[src/rtl/cpsr_flag_unit.sv]
// cpsr_flag_unit: architectural CPSR plus one saved SPSR for the ARM core.
// Accepts flag results from the ALU stage, MSR writes, exception entry and
// exception return, resolved by a fixed priority each cycle.  Exposes the
// registered flags in condition-checker order and a zero-latency forwarded
// copy of the flags that the next edge will register.
module cpsr_flag_unit #(
   parameter logic [4:0] RESET_MODE = 5'b10011,
   parameter logic [4:0] FIQ_MODE   = 5'b10001,
   parameter logic [4:0] USER_MODE  = 5'b10000
) (
   input  logic        CLK,
   input  logic        RESET_N,
   input  logic        STALL,
   input  logic        ALU_VALID,
   input  logic        SET_FLAGS,
   input  logic        COND_PASS,
   input  logic        LOGIC_OP,
   input  logic [31:0] ALU_RESULT,
   input  logic        ALU_C,
   input  logic        ALU_V,
   input  logic        SHIFT_C,
   input  logic        MSR_WE,
   input  logic        MSR_SPSR,
   input  logic [1:0]  MSR_MASK,
   input  logic [31:0] MSR_DATA,
   input  logic        EXC_ENTRY,
   input  logic [4:0]  EXC_MODE,
   input  logic        EXC_RETURN,
   output logic [31:0] CPSR,
   output logic [31:0] SPSR,
   output logic [3:0]  FLAGS,
   output logic [3:0]  FLAGS_NXT
);

   // Implemented bits: NZCV [31:28], I [7], F [6], mode [4:0].  T [5] stays 0.
   localparam logic [31:0] FLAG_MASK = 32'hF000_0000;
   localparam logic [31:0] CTRL_MASK = 32'h0000_00DF;
   localparam logic [31:0] IMPL_MASK = FLAG_MASK | CTRL_MASK;
   localparam logic [31:0] RESET_CPSR = 32'h0000_00C0 | {27'd0, RESET_MODE};

   logic [31:0] cpsr_q, cpsr_d;
   logic [31:0] spsr_q, spsr_d;
   logic        flag_upd;
   logic [3:0]  nzcv_alu;
   logic [31:0] msr_bits;

   // Reorder an {N,Z,C,V} nibble into the checker's {V,C,Z,N} order.
   function automatic logic [3:0] to_cond_order(input logic [3:0] nzcv);
      return {nzcv[0], nzcv[1], nzcv[2], nzcv[3]};
   endfunction

   // Replace the bits selected by sel with the corresponding bits of data.
   function automatic logic [31:0] merge_bits(input logic [31:0] old_v,
                                              input logic [31:0] data,
                                              input logic [31:0] sel);
      return (old_v & ~sel) | (data & sel);
   endfunction

   // Next-state selection: one update source per cycle, highest priority wins.
   always_comb begin
      cpsr_d   = cpsr_q;
      spsr_d   = spsr_q;
      flag_upd = ALU_VALID & SET_FLAGS & COND_PASS;
      nzcv_alu = {ALU_RESULT[31],
                  (ALU_RESULT == 32'd0),
                  (LOGIC_OP ? SHIFT_C : ALU_C),
                  (LOGIC_OP ? cpsr_q[28] : ALU_V)};
      msr_bits = ({32{MSR_MASK[1]}} & FLAG_MASK) | ({32{MSR_MASK[0]}} & CTRL_MASK);

      if (STALL) begin
         cpsr_d = cpsr_q;
      end else if (EXC_ENTRY) begin
         // SPSR takes the registered CPSR, so a concurrent flag result is lost.
         spsr_d      = cpsr_q;
         cpsr_d[4:0] = EXC_MODE;
         cpsr_d[7]   = 1'b1;
         if (EXC_MODE == FIQ_MODE) begin
            cpsr_d[6] = 1'b1;
         end
      end else if (EXC_RETURN) begin
         cpsr_d = spsr_q;
      end else if (MSR_WE) begin
         if (MSR_SPSR) begin
            spsr_d = merge_bits(spsr_q, MSR_DATA, msr_bits);
         end else if (cpsr_q[4:0] == USER_MODE) begin
            // User code may change the flags but not its own mode or masks.
            cpsr_d = merge_bits(cpsr_q, MSR_DATA, msr_bits & FLAG_MASK);
         end else begin
            cpsr_d = merge_bits(cpsr_q, MSR_DATA, msr_bits);
         end
      end else if (flag_upd) begin
         cpsr_d[31:28] = nzcv_alu;
      end
   end

   // State registers with synchronous active-low reset; unimplemented bits held at 0.
   always_ff @(posedge CLK) begin
      if (!RESET_N) begin
         cpsr_q <= RESET_CPSR;
         spsr_q <= 32'd0;
      end else begin
         cpsr_q <= cpsr_d & IMPL_MASK;
         spsr_q <= spsr_d & IMPL_MASK;
      end
   end

   assign CPSR      = cpsr_q;
   assign SPSR      = spsr_q;
   assign FLAGS     = to_cond_order(cpsr_q[31:28]);
   // Forwarded flags: what the next edge registers, zero while reset is asserted.
   assign FLAGS_NXT = RESET_N ? to_cond_order(cpsr_d[31:28]) : 4'b0000;

endmodule

[config.mk]
export PLATFORM = sky130hd
export DESIGN_NAME = cpsr_flag_unit
export DESIGN_NICKNAME = d
export VERILOG_FILES = /design/src/rtl/cpsr_flag_unit.sv
export SDC_FILE = /design/constraint.sdc
export NUM_CORES = 1
export LEC_CHECK = 0
export CAP_MARGIN = 20
export CORE_MARGIN = 4
export CORE_UTILIZATION = 35
export DETAILED_ROUTE_END_ITERATION = 12
export DONT_BUFFER_PORTS = 1
export PLACE_DENSITY = 0.54
export SYNTH_ARGS = -nofsm -noshare
export SYNTH_HDL_FRONTEND = slang
export SYNTH_SLANG_ARGS = --single-unit
[constraint.sdc]
create_clock -name CLK -period 1.6 [get_ports CLK]
set_input_delay 0.4 -clock CLK [delete_from_list [all_inputs] [get_ports CLK]]
set_output_delay 0.4 -clock CLK [all_outputs]
set_load 0.1 [all_outputs]
==> flow_metrics.env <==
export IMPL_outcome="complete, but fails checks"
export IMPL_violations="setup timing"
export IMPL_antenna_found_initial=0
export IMPL_worst_pin_slew_ps=554
export IMPL_row_count=26
export IMPL_crit_buf_inv=1
export IMPL_die_h_um=80.5
export IMPL_period_share=1.18
export IMPL_clock_skew_ps=7.88
export IMPL_nNetsFinal=348
export IMPL_synth_compound_area_frac=0.286
export IMPL_setup_viol=4
export IMPL_path_class="primary input to primary output"
export IMPL_synth_distinct_cells=42
export IMPL_finalHoldViolations=0
export IMPL_critical_path_arrival_ps=1490
export IMPL_crit_family="simple AND/OR/NAND/NOR gates"
export IMPL_mostFrequentLayoutCell="conb_1"
export IMPL_die_w_um=80.5
export IMPL_tritoncts="built"
export IMPL_synth_fa_ha_area_frac=0
export IMPL_power_density_mw_per_mm2=985
export IMPL_dp_hpwl_um=4170
export IMPL_synth_mux_area_frac=0.0285
export IMPL_path_depth=6
export IMPL_grt_pass1_vias=1563
export IMPL_synthXorXnorAreaFrac=0
export IMPL_clock_latency_ps=270
export IMPL_mostFrequentLayoutCells="conb_1 (42), buf_4 (34), nand2_1 (28)"
export IMPL_io_buffer_count=0
export IMPL_dr_total_vias=1721
export IMPL_numCtsBuffers=3
export IMPL_rsz0062_at_grt="yes"
export IMPL_cap_violations=0
export IMPL_drt_wirelength_per_cell_um=16.6
export IMPL_track_usage=0.158
export IMPL_drive_gt1_frac=0.344
export IMPL_fillers=521
export IMPL_p_leak_uw=0.00103
export IMPL_dr_pass1_iters=4
export IMPL_cp_cell_sequence="nor4_1, nand4_1, nor4_4, nor3_2, o22ai_4, buf_12"
export IMPL_reg2reg_depth=5
export IMPL_p_total_uw=2340
export IMPL_synth_simple_gate_area_frac=0.207
export IMPL_totalWireLength_um=5500
export IMPL_drc_errors=0
export IMPL_grt_pass1_wl_um=7920
export IMPL_overflow=0
export IMPL_drv_slew=0
export IMPL_ys_ff_latch=22
export IMPL_synthesis_instances=233
export IMPL_synth_top_family_by_area="compound AO/OA/AOI/OAI gates"
export IMPL_drtAntennaViolNets=0
export IMPL_synthToLayoutAreaGrowth_pct=29.1
export IMPL_dp_slack_ps=-380
export IMPL_gp_congestion=0.782
export IMPL_htreeDepth=1
export IMPL_setup_ws_ps=-288
export IMPL_finalCriticalPeriod_ps=1890
export IMPL_crit_fanout=2
export IMPL_path_clk_slew_ps=100
export IMPL_clock_sinks=22
export IMPL_start_util=0.361
export IMPL_max_slew_margin=0.631
export IMPL_clock_fmax_ghz=0.530
export IMPL_dieArea_mm2=0.00649
export IMPL_syn_avg_cell_area_um2=7.90
export IMPL_cpMaxStageDelayCell="nor4_1"
export IMPL_hold_path_class="primary input to register"
export IMPL_io_pin_count=157
export IMPL_yosysSeqAreaShare=0.239
export IMPL_synth_warnings=0
export IMPL_hold_path_depth=1
export IMPL_crit_required_ps=1200
export IMPL_cts_root_buf="clkbuf_8"
export IMPL_grt_max_degree=32
export IMPL_core_mm2=0.00511
export IMPL_cts_max_path_buffers=2
export IMPL_worstSetupStartpointType="primary input"
export IMPL_vdd_drop_max_v=0.000334
export IMPL_syn_area_mm2=0.00184
export IMPL_hold_ws_ps=209
export IMPL_max_stage_delay_ps=260
export IMPL_vias_per_cell=5.18
export IMPL_crit_path_end_kind="primary output"
export IMPL_drtIter0Drc=49
export IMPL_antennaDiodeCount=0
-- report_power, final --
group	internal, µW	switching [µW]	leakage [µW]
clock	334	206	0.0000357
sequential	585	29.9	0.000187
combinational	222	963	0.000809
-- synth_stat cells, drive strengths merged --
| master | n | area, µm² |
|---|---|---|
| mux2 | 2 | 22.5 |
| nand4 | 1 | 6.26 |
| o311ai | 3 | 33.8 |
| nor3 | 4 | 20.0 |
| clkbuf | 5 | 18.8 |
| o211ai | 9 | 67.6 |
| nor2 | 11 | 41.3 |
| inv | 1 | 3.75 |
| nand2 | 30 | 115 |
| a31oi | 5 | 31.3 |
| nor4 | 9 | 71.3 |
| nand3 | 5 | 25.0 |
| o21a | 1 | 7.51 |
| a21oi | 13 | 65.1 |
| dfxtp | 22 | 440 |
| a2111oi | 1 | 8.76 |
| nand2b | 7 | 43.8 |
| o21ai | 8 | 40.0 |
| mux2i | 3 | 30.0 |
| nand3b | 1 | 7.51 |
| or2b | 1 | 7.51 |
| a211oi | 2 | 15.0 |
| and3b | 1 | 8.76 |
| o2bb2ai | 1 | 8.76 |
| o31ai | 2 | 15.0 |
| a21o | 1 | 7.51 |
| nor3b | 1 | 7.51 |
| a311oi | 1 | 15.0 |
| buf | 54 | 415 |
| conb | 1 | 3.75 |
| or4 | 1 | 7.51 |
| o22ai | 2 | 12.5 |
| nor2b | 3 | 18.8 |
| a221oi | 6 | 58.8 |
| a22oi | 4 | 30.0 |
| o211a | 11 | 110 |
-- final timing paths --
kind,startpoint,end,slack (ps)
worst max-delay path,ALU_RESULT[6],FLAGS_NXT[1],-290
worst min-delay path,RESET_N,CPSR[4],210
worst max register to register,CPSR[0],CPSR[0],60
worst min register to register,register,CPSR[31],570
-- kinds of logic after synthesis --
family                 Yosys count
DFF                             22
other                            1
buffers and inverters           60
AOI/OAI and AO/OA               70
and+or+nand+nor                 75
muxes                            5
-- per-stage QoR --
step	instances	TNS (ps)	cell area, µm²	util
global route	332	-1170	2380	0.465
detailed placement	324	-1070	2190	0.429
CTS	329	-968	2290	0.449
floorplan	274	-1670	2200	-
finish	332	-927	2380	0.465
global placement	324	-1100	2190	0.429
-- routing by layer --
layer	track usage	routed length, µm
met1	0.186	2160
met2	0.281	2690
met3	0.0415	616
met4	0.0405	37
met5	0	0
-- cell type report --
| class | count | area, µm² | area share |
|---|---|---|---|
| clock buffers | 3 | 41.3 | 0.0174 |
| clock inverters | 1 | 30.0 | 0.0126 |
| inverters | 1 | 3.75 | 0.00158 |
| multi-input cells | 192 | 1320 | 0.555 |
| flip-flops and latches | 22 | 477 | 0.201 |
| well taps | 70 | 87.6 | 0.0368 |
| repair buffers | 43 | 418 | 0.176 |
-- timing repair --
item | CTS | global route
resized for setup | 5 | 12
hold buffers | 0 | 0
setup buffers | 1 | 3
pin swaps | 7 | 9
setup endpoints to repair | 4 | 7
No activity file was read; power rests on OpenSTA's default activity.
